## src/rtl/alu_issue_ctrl_pkg.sv

```systemverilog
// alu_issue_ctrl_pkg: shared opcodes, op classes, FSM states and PSR bit positions for the ALU issue path
package alu_pkg;
  localparam logic [7:0] OP_AND  = 8'h01;
  localparam logic [7:0] OP_OR   = 8'h02;
  localparam logic [7:0] OP_XOR  = 8'h03;
  localparam logic [7:0] OP_ADD  = 8'h05;
  localparam logic [7:0] OP_ADDU = 8'h06;
  localparam logic [7:0] OP_SUB  = 8'h09;
  localparam logic [7:0] OP_CMP  = 8'h0B;
  localparam logic [7:0] OP_MOV  = 8'h0D;
  localparam logic [7:0] OP_STOR = 8'h44;
  localparam logic [7:0] OP_SHL  = 8'h80;
  localparam logic [7:0] OP_LUI  = 8'hF0;
  typedef enum logic [1:0] {CLS_WR, CLS_FLAG, CLS_ST, CLS_ILL} op_class_t;
  typedef enum logic [1:0] {S_IDLE, S_ISSUE, S_EXEC, S_WB} state_t;
  localparam int PSR_C = 0;
  localparam int PSR_L = 1;
  localparam int PSR_F = 2;
  localparam int PSR_Z = 3;
  localparam int PSR_N = 4;
  localparam int PSR_W = 5;
endpackage

```

## src/rtl/alu_issue_ctrl_if.sv

```systemverilog
// alu_issue_ctrl_if: instruction, register-file, ALU and store signals around the issue controller
interface alu_issue_ctrl_if #(
  parameter int DATA_W = 16,
  parameter int REG_AW = 4
);
  logic              instr_valid;
  logic              instr_ready;
  logic [7:0]        instr_op;
  logic [REG_AW-1:0] instr_rd;
  logic [REG_AW-1:0] instr_rs;
  logic [REG_AW-1:0] rf_raddr_a;
  logic [REG_AW-1:0] rf_raddr_b;
  logic [DATA_W-1:0] rf_rdata_a;
  logic [DATA_W-1:0] rf_rdata_b;
  logic [7:0]        alu_opcode;
  logic [DATA_W-1:0] alu_data_a;
  logic [DATA_W-1:0] alu_data_b;
  logic [DATA_W-1:0] alu_result;
  logic [4:0]        alu_psr;
  logic              rf_we;
  logic [REG_AW-1:0] rf_waddr;
  logic [DATA_W-1:0] rf_wdata;
  logic [4:0]        psr_q;
  logic              st_valid;
  logic              st_ready;
  logic [DATA_W-1:0] st_data;
  logic              illegal;
  modport master (
    input  instr_valid, instr_op, instr_rd, instr_rs, rf_rdata_a, rf_rdata_b,
           alu_result, alu_psr, st_ready,
    output instr_ready, rf_raddr_a, rf_raddr_b, alu_opcode, alu_data_a, alu_data_b,
           rf_we, rf_waddr, rf_wdata, psr_q, st_valid, st_data, illegal
  );
  modport slave (
    output instr_valid, instr_op, instr_rd, instr_rs, rf_rdata_a, rf_rdata_b,
           alu_result, alu_psr, st_ready,
    input  instr_ready, rf_raddr_a, rf_raddr_b, alu_opcode, alu_data_a, alu_data_b,
           rf_we, rf_waddr, rf_wdata, psr_q, st_valid, st_data, illegal
  );
endinterface

```

## src/rtl/alu_issue_ctrl_decode.sv

```systemverilog
// alu_op_decode: opcode to write-back class and PSR-commit flag, shared with front-end hazard logic
module alu_op_decode
  import alu_pkg::*;
(
  input  logic [7:0] op,
  output op_class_t  cls,
  output logic       psr_commit
);
  logic wr;
  assign wr = op inside {OP_AND, OP_OR, OP_XOR, OP_ADD, OP_ADDU, OP_SUB, OP_MOV}
              || op[7:4] == OP_SHL[7:4] || op[7:4] == OP_LUI[7:4];
  assign cls = wr ? CLS_WR : op == OP_CMP ? CLS_FLAG : op == OP_STOR ? CLS_ST : CLS_ILL;
  assign psr_commit = op == OP_ADD || op == OP_CMP;
endmodule

```

## src/rtl/alu_issue_ctrl.sv

```systemverilog
// alu_issue_ctrl: sequences one instruction at a time through RF read, ALU latency and write-back/store
module alu_issue_ctrl
  import alu_pkg::*;
#(
  parameter int DATA_W  = 16,
  parameter int REG_AW  = 4,
  parameter int ALU_LAT = 1
) (
  input logic           clock,
  input logic           reset,
  alu_issue_ctrl_if.master bus
);
  localparam int LW = (ALU_LAT > 1) ? $clog2(ALU_LAT) : 1;
  state_t            state, state_nx;
  logic [7:0]        op_q;
  logic [REG_AW-1:0] rd_q, rs_q;
  logic [LW-1:0]     lat_cnt;
  logic [4:0]        psr_r;
  op_class_t         cls;
  logic              psr_commit;
  logic              accept, wb_done;
  alu_op_decode u_dec (.op(op_q), .cls(cls), .psr_commit(psr_commit));
  assign accept  = state == S_IDLE && bus.instr_valid;
  // a store only retires once the consumer takes the data
  assign wb_done = state == S_WB && (cls != CLS_ST || bus.st_ready);
  always_ff @(posedge clock or negedge reset) begin
    if (!reset) begin
      state   <= S_IDLE;
      op_q    <= '0;
      rd_q    <= '0;
      rs_q    <= '0;
      lat_cnt <= '0;
      psr_r   <= '0;
    end else begin
      state <= state_nx;
      if (accept) begin
        op_q <= bus.instr_op;
        rd_q <= bus.instr_rd;
        rs_q <= bus.instr_rs;
      end
      lat_cnt <= state == S_ISSUE ? LW'(ALU_LAT - 1)
               : (state == S_EXEC && lat_cnt != '0) ? lat_cnt - LW'(1) : lat_cnt;
      if (wb_done && psr_commit) psr_r <= bus.alu_psr;
    end
  end
  always_comb begin
    state_nx        = state;
    bus.instr_ready = 1'b0;
    bus.rf_raddr_a  = '0;
    bus.rf_raddr_b  = '0;
    bus.alu_opcode  = '0;
    bus.alu_data_a  = '0;
    bus.alu_data_b  = '0;
    bus.rf_we       = 1'b0;
    bus.st_valid    = 1'b0;
    bus.illegal     = 1'b0;
    case (state)
      S_IDLE: begin
        bus.instr_ready = reset;
        state_nx        = bus.instr_valid ? S_ISSUE : S_IDLE;
      end
      S_ISSUE: begin
        bus.rf_raddr_a = rd_q;
        bus.rf_raddr_b = rs_q;
        bus.alu_opcode = op_q;
        bus.alu_data_a = bus.rf_rdata_a;
        bus.alu_data_b = bus.rf_rdata_b;
        state_nx       = S_EXEC;
      end
      S_EXEC: state_nx = lat_cnt == '0 ? S_WB : S_EXEC;
      S_WB: begin
        bus.rf_we    = cls == CLS_WR;
        bus.st_valid = cls == CLS_ST;
        bus.illegal  = cls == CLS_ILL;
        state_nx     = wb_done ? S_IDLE : S_WB;
      end
      default: state_nx = S_IDLE;
    endcase
  end
  assign bus.rf_waddr = rd_q;
  assign bus.rf_wdata = bus.alu_result;
  assign bus.st_data  = bus.alu_result;
  assign bus.psr_q    = psr_r;
endmodule

```

## src/flat_wrapper.sv

```systemverilog
// flat-port wrapper written by rule: the top's interface ports become plain ports
module alu_issue_ctrl_flat import alu_pkg::*;
#(
  parameter int DATA_W  = 16,
  parameter int REG_AW  = 4,
  parameter int ALU_LAT = 1
)
  (clock, reset, bus_instr_valid, bus_instr_op, bus_instr_rd, bus_instr_rs, bus_rf_rdata_a, bus_rf_rdata_b, bus_alu_result, bus_alu_psr, bus_st_ready, bus_instr_ready, bus_rf_raddr_a, bus_rf_raddr_b, bus_alu_opcode, bus_alu_data_a, bus_alu_data_b, bus_rf_we, bus_rf_waddr, bus_rf_wdata, bus_psr_q, bus_st_valid, bus_st_data, bus_illegal);
  alu_issue_ctrl_if #(.DATA_W(DATA_W), .REG_AW(REG_AW)) bus_i ();
  input logic clock;
  input logic reset;
  input wire logic [$bits(bus_i.instr_valid)-1:0] bus_instr_valid;
  input wire logic [$bits(bus_i.instr_op)-1:0] bus_instr_op;
  input wire logic [$bits(bus_i.instr_rd)-1:0] bus_instr_rd;
  input wire logic [$bits(bus_i.instr_rs)-1:0] bus_instr_rs;
  input wire logic [$bits(bus_i.rf_rdata_a)-1:0] bus_rf_rdata_a;
  input wire logic [$bits(bus_i.rf_rdata_b)-1:0] bus_rf_rdata_b;
  input wire logic [$bits(bus_i.alu_result)-1:0] bus_alu_result;
  input wire logic [$bits(bus_i.alu_psr)-1:0] bus_alu_psr;
  input wire logic [$bits(bus_i.st_ready)-1:0] bus_st_ready;
  output wire logic [$bits(bus_i.instr_ready)-1:0] bus_instr_ready;
  output wire logic [$bits(bus_i.rf_raddr_a)-1:0] bus_rf_raddr_a;
  output wire logic [$bits(bus_i.rf_raddr_b)-1:0] bus_rf_raddr_b;
  output wire logic [$bits(bus_i.alu_opcode)-1:0] bus_alu_opcode;
  output wire logic [$bits(bus_i.alu_data_a)-1:0] bus_alu_data_a;
  output wire logic [$bits(bus_i.alu_data_b)-1:0] bus_alu_data_b;
  output wire logic [$bits(bus_i.rf_we)-1:0] bus_rf_we;
  output wire logic [$bits(bus_i.rf_waddr)-1:0] bus_rf_waddr;
  output wire logic [$bits(bus_i.rf_wdata)-1:0] bus_rf_wdata;
  output wire logic [$bits(bus_i.psr_q)-1:0] bus_psr_q;
  output wire logic [$bits(bus_i.st_valid)-1:0] bus_st_valid;
  output wire logic [$bits(bus_i.st_data)-1:0] bus_st_data;
  output wire logic [$bits(bus_i.illegal)-1:0] bus_illegal;
  assign bus_i.instr_valid = bus_instr_valid;
  assign bus_i.instr_op = bus_instr_op;
  assign bus_i.instr_rd = bus_instr_rd;
  assign bus_i.instr_rs = bus_instr_rs;
  assign bus_i.rf_rdata_a = bus_rf_rdata_a;
  assign bus_i.rf_rdata_b = bus_rf_rdata_b;
  assign bus_i.alu_result = bus_alu_result;
  assign bus_i.alu_psr = bus_alu_psr;
  assign bus_i.st_ready = bus_st_ready;
  assign bus_instr_ready = bus_i.instr_ready;
  assign bus_rf_raddr_a = bus_i.rf_raddr_a;
  assign bus_rf_raddr_b = bus_i.rf_raddr_b;
  assign bus_alu_opcode = bus_i.alu_opcode;
  assign bus_alu_data_a = bus_i.alu_data_a;
  assign bus_alu_data_b = bus_i.alu_data_b;
  assign bus_rf_we = bus_i.rf_we;
  assign bus_rf_waddr = bus_i.rf_waddr;
  assign bus_rf_wdata = bus_i.rf_wdata;
  assign bus_psr_q = bus_i.psr_q;
  assign bus_st_valid = bus_i.st_valid;
  assign bus_st_data = bus_i.st_data;
  assign bus_illegal = bus_i.illegal;
  alu_issue_ctrl #(.DATA_W(DATA_W), .REG_AW(REG_AW), .ALU_LAT(ALU_LAT)) u_core (.clock(clock), .reset(reset), .bus(bus_i));
endmodule
```

## config.mk

```make
export PLATFORM = sky130hd
export DESIGN_NAME = alu_issue_ctrl_flat
export DESIGN_NICKNAME = d
export VERILOG_FILES = /design/src/rtl/alu_issue_ctrl_pkg.sv /design/src/rtl/alu_issue_ctrl_if.sv /design/src/rtl/alu_issue_ctrl_decode.sv /design/src/rtl/alu_issue_ctrl.sv /design/src/flat_wrapper.sv
export SDC_FILE = /design/constraint.sdc
export NUM_CORES = 1
export LEC_CHECK = 0
export ABC_CLOCK_PERIOD_IN_PS = 2700
export CAP_MARGIN = 10
export CELL_PAD_IN_SITES_DETAIL_PLACEMENT = 1
export CELL_PAD_IN_SITES_GLOBAL_PLACEMENT = 1
export CORE_AREA = 10 10 86 88
export CTS_BUF_LIST = sky130_fd_sc_hd__clkbuf_4 sky130_fd_sc_hd__clkbuf_8 sky130_fd_sc_hd__clkbuf_16
export DETAILED_ROUTE_END_ITERATION = 16
export DIE_AREA = 0 0 96 98
export DONT_BUFFER_PORTS = 1
export PLACE_DENSITY_LB_ADDON = 0.1
export SKIP_CTS_REPAIR_TIMING = 1
export SLEW_MARGIN = 10
export SYNTH_ARGS = -nofsm -noshare
export SYNTH_HDL_FRONTEND = slang
export SYNTH_HIERARCHICAL = 1
export SYNTH_SLANG_ARGS = --single-unit
export TNS_END_PERCENT = 30
```

## constraint.sdc

```tcl
create_clock -name clock -period 2.7 [get_ports clock]
set_clock_uncertainty 0.15 [all_clocks]
set_input_delay 0.54 -clock clock [delete_from_list [all_inputs] [get_ports clock]]
set_output_delay 0.54 -clock clock [all_outputs]
set_load 0.01 [all_outputs]
```

==> results.toml, run 1 <==
[yosys]
yosysWarnings = 6
synthArstFlopShare_pct = 100
synth_area_per_cell_um2 = 9.95
synth-seq-cells = 24
synth_area_leader_cell = "dfrtp_1"
synthTopCellsByArea = "dfrtp_1, and2_1, buf_4, mux2_1, mux2_4"
yosysMostFrequentCell = "and2_1"
syn_area_um2 = 1650
synth_edf_count = 0
synth_cell_type_count = 29
ys.flop_type = "dfrtp_1"
syn_inst = 166
synth_seq_area_share_pct = 36.4
yosysTopAreaCellShare_pct = 36.4
synth_common_cells = "and2_1, buf_4, dfrtp_1"
synth_nets = 239

[critical_path]
critPathMaxStageDelay_ns = 0.45
critPathTopFamily = "compound AO/OA/AOI/OAI gates"
cpMostUsedCell = "a31oi_2"
r2r_cells = 7
crit_type = "reg -> out"
worstSetupStartpointType = "flip-flop"
reg2reg_slack_ns = 0.12
path_max_fanout = 5
cp_cell_sequence = "nor3_4 -> a31oi_2 -> a311oi_2 -> a31oi_2 -> nor3_2 -> buf_4"
cp.required_ns = 2.01
reg2reg_from = "u_core/op_q[6]"
r2r-end = "u_core/bus.psr_q[3]"
critPathSlowestCell = "dfrtp_2"
worstSetupEndpointType = "output port"
crit_arrival_ns = 1.93
critPathBufInv = 1

[clock_tree]
ctsLongestPathBuffers = 2
path_clk_slew_ns = 0.08
clk_latency_ns = 0.26
cts-root-buf = "clkbuf_8"
cts_buffers = 3
tritoncts = "done"
h-tree-depth = 1
cts.sinks = 24

[power_and_ir_drop]
pwr_density_cell_nw_per_um2 = 1110
p_sw_mw = 0.790
ir_drop_mv = 0.319
clock_power_share_pct = 12.0
intPower_mw = 1.00
power.total_mw = 1.79
power_frac_seq_pct = 42.0
p_sw_share_pct = 44.1
pwr-share-comb_pct = 46.0
p_leak_nw = 0.677

[final_layout]
fillCellCount = 667
nets = 212
area_growth_syn_to_layout_pct = -1.97
drive_gt1_share_pct = 21.9
finalInstanceArea_um2 = 1620

[hold_path]
min_path_type = "in -> reg"
whs_endpoint = "u_core/rs_q[2]"
hold_depth = 1
hold_start = "bus_instr_rs[2]"

[detailed_routing]
vias = 1040
wl_per_cell_um = 24.7
drt_iter0_drc = 30
drc_errors = 0
dr.pass1.iters = 3
finalWirelength_mm = 5.25
via_per_inst = 4.88
ant_nets = 0

[timing]
timing.slew.headroom_pct = 75.0
final_max_slew_viol_count = 0
setup_viol = 0
min_period_over_period_pct = 96.9
rsz0062_at_grt = "yes"
worst_pin_slew_ns = 0.371
layout_min_cycle_time_ns = 2.62
final-hold-violation-count = 0
fin_setup_tns_ns = 0
max_freq_mhz = 382

[place]
place_area_um2 = 1500
portBuffers = 0
place_congestion = 0.729

[floorplanning]
dieArea_um2 = 9410
die_h_um = 98
rows = 28
boundaryPins = 166
initial_core_util_pct = 28.7
core_area_um2 = 5750
die_x_um = 96

[global_route]
first_global_vias = 1206
grtUsageTotal_pct = 9.69
antenna_found_initial = 1
grt_max_degree = 33
grt_pass1_wl_mm = 7.15
grt-ovfl-total = 0

[status]
status = "finished clean"

[run]
cap_violations = 0
[metrics by stage]
stage | cells | util [%] | setup WS (ns) | hold WS, ns
2_1_floorplan | 166 | - | 0.359 | 0.0944
3_3_place_gp | 206 | 26.1 | 0.239 | 0.0956
3_5_place_dp | 206 | 26.1 | 0.168 | 0.0954
4_1_cts | 209 | 26.8 | 0.0188 | -0.201
5_1_grt | 213 | 28.2 | -0.0477 | 0.239
6_report | 213 | 28.2 | 0.0849 | 0.255
[registers in the layout, summed over array words and instances, names as in the netlist]
register             flops
u_core/bus.psr_q         5
u_core/bus.rf_waddr      4
u_core/lat_cnt           1
u_core/op_q              8
u_core/rs_q              4
u_core/state             2
[placed cells by master, fill, tap and decap left out]
cell type | synthesis | final
nor3b_2 | 0 | 1
and2b_2 | 1 | 1
or3b_1 | 1 | 1
nand2_1 | 3 | 3
nand2b_1 | 1 | 1
and3_2 | 2 | 3
a311oi_2 | 1 | 1
clkbuf_8 | 0 | 3
and2_1 | 50 | 50
nor4_1 | 1 | 1
diode_2 | 0 | 1
nor3_2 | 1 | 1
dlygate4sd3_1 | 0 | 1
mux2_4 | 5 | 5
or2_1 | 0 | 1
dfrtp_1 | 24 | 22
inv_1 | 1 | 1
buf_12 | 0 | 1
mux2_1 | 16 | 16
mux2i_1 | 1 | 1
o22ai_1 | 1 | 1
a31oi_2 | 0 | 3
and2_4 | 1 | 1
a21oi_1 | 2 | 2
o21a_1 | 1 | 1
nor2_1 | 5 | 5
dfrtp_2 | 0 | 2
nor3_4 | 0 | 1
buf_4 | 32 | 6
nor2b_2 | 0 | 1
[cell families (layout without fill, tap and decap cells)]
logic type / after synthesis / in the layout / synth area share [%]
AOI/OAI and AO/OA: 8 / 8 / 3.49
muxes: 22 / 22 / 16.1
DFF: 24 / 24 / 36.4
other: 0 / 1 / 0
and+or+nand+nor: 71 / 71 / 26.5
buffers and inverters: 41 / 12 / 17.6
[worst max path at each step]
stage | from | to | slack, ns | cells after the start
floorplan | u_core/op_q[5] | u_core/bus.psr_q[0] | 0.36 | 8
detailed placement | u_core/op_q[5] | u_core/bus.psr_q[3] | 0.17 | 7
global placement | u_core/op_q[5] | u_core/bus.psr_q[0] | 0.24 | 7
finish | u_core/op_q[6] | bus_rf_we | 0.08 | 6
global route | u_core/op_q[6] | bus_rf_we | -0.05 | 6
CTS | u_core/op_q[5] | bus_rf_we | 0.02 | 6
[area by class of cell]
| cell class | count | area (um^2) | share of cell area, % |
|---|---|---|---|
| multi-input combinational | 101 | 800 | 49.4 |
| antenna | 1 | 2.50 | 0.155 |
| timing repair buffer | 8 | 75.1 | 4.64 |
| tap | 75 | 93.8 | 5.80 |
| inverter | 1 | 3.75 | 0.232 |
| sequential | 24 | 603 | 37.2 |
| clock buffer | 3 | 41.3 | 2.55 |
[power by group through the flow]
| stage | Combinational [mW] | Clock, mW | Sequential (mW) |
|---|---|---|---|
| 2_1_floorplan | 0.694 | 0 | 0.685 |
| 3_3_place_gp | 0.775 | 0 | 0.742 |
| 3_5_place_dp | 0.785 | 0 | 0.751 |
| 4_1_cts | 0.788 | 0.226 | 0.748 |
| 5_1_grt | 0.920 | 0.243 | 0.796 |
| 6_report | 0.825 | 0.214 | 0.753 |
[metal layers]
layer	GRT usage, %	up-vias	routed length [um]
met5	0	-	0
met4	2.50	0	28
met3	5.74	4	884
met2	17.3	99	2600
met1	8.99	491	1740
li1	-	446	-
No activity file was read; power rests on OpenSTA's default activity.
==> inputs of run 2 (changes only) <==
Settings changed: RECOVER_POWER from default to 50.
==> results.toml, run 2 (synthesized netlist as in run 1, its figures left out) <==
[clock_tree]
clk_latency_ns = 0.26
h-tree-depth = 1
path_clk_slew_ns = 0.08
cts.sinks = 24
tritoncts = "done"
cts-root-buf = "clkbuf_8"
ctsLongestPathBuffers = 2
cts_buffers = 3

[critical_path]
worstSetupStartpointType = "flip-flop"
path_max_fanout = 5
crit_type = "reg -> out"
cp.required_ns = 2.01
worstSetupEndpointType = "output port"
crit_arrival_ns = 1.93

[final_layout]
nets = 212
drive_gt1_share_pct = 19.7
finalInstanceArea_um2 = 1600
mostFrequentLayoutCells = "and2_1, dfrtp_1, mux2_1"
final_util_pct = 27.8
area_growth_syn_to_layout_pct = -3.33
multi_input_area_um2 = 797
fillCellCount = 671
largest_reg_flops = 8
seq_area_um2 = 603
regMostFlops = "u_core/op_q"
final_common_cell = "and2_1"

[power_and_ir_drop]
p_leak_nw = 0.662
ir_drop_mv = 0.319
pwr_density_cell_nw_per_um2 = 1110

[floorplanning]
die_h_um = 98
core_area_um2 = 5750
rows = 28
initial_core_util_pct = 28.7
boundaryPins = 166
dieArea_um2 = 9410
die_x_um = 96

[timing]
final-hold-violation-count = 0
layout_min_cycle_time_ns = 2.62
rsz0062_at_grt = "yes"
final_max_slew_viol_count = 0
setup_viol = 0
min_period_over_period_pct = 97.0
hold_ws_ns = 0.254
timing.slew.headroom_pct = 8.58
worst_pin_slew_ns = 1.37
max_freq_mhz = 382

[detailed_routing]
wl_per_cell_um = 24.8
drt_iter0_drc = 33
ant_nets = 0
dr.pass1.iters = 3
finalWirelength_mm = 5.27
vias = 1047
via_per_inst = 4.92
drc_errors = 0

[hold_path]
min_path_type = "in -> reg"

[place]
place_area_um2 = 1500
portBuffers = 0
place_congestion = 0.729

[global_route]
grt_pass1_wl_mm = 7.15
grt_max_degree = 33
grt-ovfl-total = 0
antenna_found_initial = 1
first_global_vias = 1206
grtUsageTotal_pct = 9.69

[status]
status = "finished clean"

[run]
cap_violations = 0
run 2: cell count changes in the layout (fill, tap and decap cells not counted):
cell      change
buf_12        -1
clkbuf_1      +2
and2_1        -1
and2_0        +2
and2_4        -1
buf_4         -1
run 2: critical path, cell delays in order (launching register included):
cell	delay, ns
dfrtp_2	0.45
nor3_4	0.24
a31oi_2	0.12
a311oi_2	0.36
a31oi_2	0.11
nor3_2	0.22
buf_4	0.16
run 2: final cells by class:
class | count | share of cell area [%]
Multi-Input combinational cell | 101 | 49.9
Sequential cell | 24 | 37.8
Tap cell | 75 | 5.88
Timing Repair Buffer | 8 | 3.45
Clock buffer | 3 | 2.59
Inverter | 1 | 0.235
Antenna cell | 1 | 0.157
run 2: metal layers:
metal / vias to the layer above / global-route usage, % / wire [um]
met3: 4 / 5.74 / 884
met4: 0 / 2.50 / 28
met5: - / 0 / 0
li1: 446 / - / -
met1: 498 / 8.99 / 1770
met2: 99 / 17.3 / 2590
run 2: final timing paths:
kind,from,slack [ns],end,cells past startpoint
setup / recovery,u_core/op_q[6],0.08,bus_rf_we,6
hold / removal,bus_instr_rs[2],0.25,u_core/rs_q[2],1
setup reg to reg,u_core/op_q[6],0.12,u_core/bus.psr_q[3],7
hold reg to reg,u_core/rs_q[1],0.34,u_core/rs_q[1],1
max in group asynchronous,reset,0.52,u_core/op_q[1],2
min in group asynchronous,reset,0.97,u_core/bus.psr_q[2],2
run 2: report_power, final:
group          total, mW  switching (mW)  internal [mW]
Sequential         0.752           0.215          0.537
Clock              0.215           0.115         0.0998
Combinational      0.813           0.460          0.353
run 2: through the flow:
| step | std cells | power [mW] | setup TNS [ns] | setup slack (ns) |
|---|---|---|---|---|
| 2_1_floorplan | 166 | 1.38 | 0 | 0.359 |
| 5_1_grt | 213 | 1.94 | -0.105 | -0.0477 |
| 3_5_place_dp | 206 | 1.54 | 0 | 0.168 |
| 6_report | 213 | 1.78 | 0 | 0.0823 |
| 4_1_cts | 209 | 1.76 | 0 | 0.0188 |
| 3_3_place_gp | 206 | 1.52 | 0 | 0.239 |
==> inputs of run 3 (changes only) <==
Settings changed: ABC_CLOCK_PERIOD_IN_PS 2700 to default, CORE_AREA 10 10 86 88 to 10 10 85 87, DIE_AREA 0 0 96 98 to 0 0 95 97, SYNTH_HIERARCHICAL 1 to default.
Clock period 2.7 ns to 2.2 ns, I/O delays scaled along.
==> results.toml, run 3 <==
[status]
status = "finished clean"

[timing]
rsz0062_at_grt = "yes"
max_freq_mhz = 463
layout_min_cycle_time_ns = 2.16
worst_pin_slew_ns = 1.29
timing.slew.headroom_pct = 14.0
hold_ws_ns = 0.167
finalWorstSetupSlack_ns = 0.0404
min_period_over_period_pct = 98.2
final_max_slew_viol_count = 0
setup_viol = 0
fin_setup_tns_ns = 0
final-hold-violation-count = 0

[global_route]
antenna_found_initial = 4
grt_max_degree = 49
grtUsageTotal_pct = 10.1
grt-ovfl-total = 0
first_global_vias = 1101
grt_pass1_wl_mm = 7.24

[clock_tree]
cts-root-buf = "clkbuf_8"
h-tree-depth = 1
clk_latency_ns = 0.26
cts_buffers = 3
cts.sinks = 24
tritoncts = "done"
ctsLongestPathBuffers = 2
path_clk_slew_ns = 0.08

[critical_path]
crit_arrival_ns = 1.57
r2r_cells = 5
path_max_fanout = 4
reg2reg_slack_ns = 0.26
critPathMaxStageDelay_ns = 0.43
worstSetupEndpointType = "output port"
cp_cell_sequence = "or3_4 -> nor3b_4 -> a211oi_2 -> buf_4"
r2r-end = "u_core.bus.psr_q[2]"
worstSetupStartpointType = "flip-flop"
cp.required_ns = 1.61
crit_end = "bus_illegal"
cp-startpoint = "u_core.op_q[5]"
critPathSlowestCell = "dfrtp_1"
reg2reg_from = "u_core.op_q[5]"
crit_type = "reg -> out"

[place]
dp_slack_ns = 0.242
place_congestion = 0.722
hpwl_mm = 4.27
place_area_um2 = 1480
portBuffers = 0

[yosys]
yosysWarnings = 0
synth-seq-cells = 24
synth_area_per_cell_um2 = 10.1
synth_area_leader_cell = "dfrtp_1"
syn_inst = 161
synthArstFlopShare_pct = 100
syn_area_um2 = 1630
synth_nets = 234
yosysMostFrequentCell = "and2_1"
yosysTopAreaCellShare_pct = 36.8
synthTopCellsByArea = "dfrtp_1, and2_1, buf_4, mux2_2, mux2_4"
synth_common_cells = "and2_1, buf_4, dfrtp_1"
ys.flop_type = "dfrtp_1"
synth_seq_area_share_pct = 36.8
synth_edf_count = 0
synth_cell_type_count = 23

[power_and_ir_drop]
intPower_mw = 1.30
p_leak_nw = 0.664
p_sw_share_pct = 41.2
power_frac_seq_pct = 41.8
ir_drop_mv = 0.408
pwr_density_cell_nw_per_um2 = 1390
clock_power_share_pct = 13.4
p_sw_mw = 0.913
pwr-share-comb_pct = 44.8

[final_layout]
nets = 209
diodes = 0
mostFrequentLayoutCells = "and2_1, dfrtp_1, mux2_2"
final_common_cell = "and2_1"
drive_gt1_share_pct = 29.6
regMostFlops = "u_core.op_q"
largest_reg_flops = 8
final_util_pct = 29.0
area_growth_syn_to_layout_pct = -2.83
finalInstanceArea_um2 = 1590

[floorplanning]
die_x_um = 95
core_area_um2 = 5470
boundaryPins = 166
dieArea_um2 = 9220
rows = 27
die_h_um = 97
initial_core_util_pct = 29.9

[detailed_routing]
drt_iter0_drc = 21
drc_errors = 0
dr.pass1.iters = 3
finalWirelength_mm = 5.09
wl_per_cell_um = 24.6
ant_nets = 0
vias = 1032
via_per_inst = 4.99

[run]
cap_violations = 0

[hold_path]
min_path_type = "in -> reg"
-- run 3: cell types whose count changed after synthesis, sizes merged, moves of 2 or more --
cell	change
nor3	-2
o21ai	+2
a31oi	-3
nor2	-2
nor3b	+2
nor4b	+2
a211oi	+2
and3	-3
-- run 3: how the worst min path moves through the flow --
stage	slack (ns)	start	cells past startpoint	end
2_1_floorplan	-0.006	reset	0	u_core.bus.psr_q[0]
3_3_place_gp	-0.005	reset	0	u_core.rs_q[1]
3_5_place_dp	-0.005	reset	0	u_core.rs_q[1]
4_1_cts	-0.30	reset	0	u_core.bus.psr_q[4]
5_1_grt	0.15	bus_alu_psr[1]	1	u_core.bus.psr_q[1]
6_report	0.17	bus_alu_psr[1]	1	u_core.bus.psr_q[1]
-- run 3: cells by family after synthesis --
kind of cell	Yosys count	synth area share (%)
buf+inv	39	16.5
compound gates	8	3.90
simple gates	69	27.3
mux	21	15.6
flops	24	36.8
-- run 3: power by group through the flow --
stage | combinational (mW) | sequential, mW | clock, mW
2_1_floorplan | 0.848 | 0.856 | 0
3_3_place_gp | 0.940 | 0.927 | 0
3_5_place_dp | 0.950 | 0.939 | 0
4_1_cts | 0.948 | 0.935 | 0.311
5_1_grt | 1.10 | 0.973 | 0.336
6_report | 0.992 | 0.926 | 0.297
-- run 3: per-layer routing --
layer / up-vias / part of all wire (%) / GRT usage (%)
li1: 437 / - / -
met1: 487 / 32 / 9.23
met2: 73 / 52 / 18.2
met3: 29 / 13 / 5.24
met4: 6 / 2.1 / 4.00
met5: - / 0.67 / 0
-- run 3: final cells by class --
cell class	instances	area (um^2)
clock buffer	4	55.1
sequential	24	601
tap	72	90.1
timing repair buffer	9	63.8
fill	634	3880
multi-input combinational	98	778
-- run 3: per-stage QoR --
stage | cells | power (mW)
finish | 207 | 2.21
global route | 207 | 2.41
CTS | 201 | 2.19
detailed placement | 197 | 1.89
global placement | 197 | 1.87
floorplan | 161 | 1.70
-- run 3: critical path, delay by kind of cell, from the launching register on --
family / cells / cell delay (ns)
flip-flops: 1 / 0.43
AO/OA/AOI/OAI: 1 / 0.10
AND/OR/NAND/NOR: 2 / 0.63
buffers and inverters: 1 / 0.15
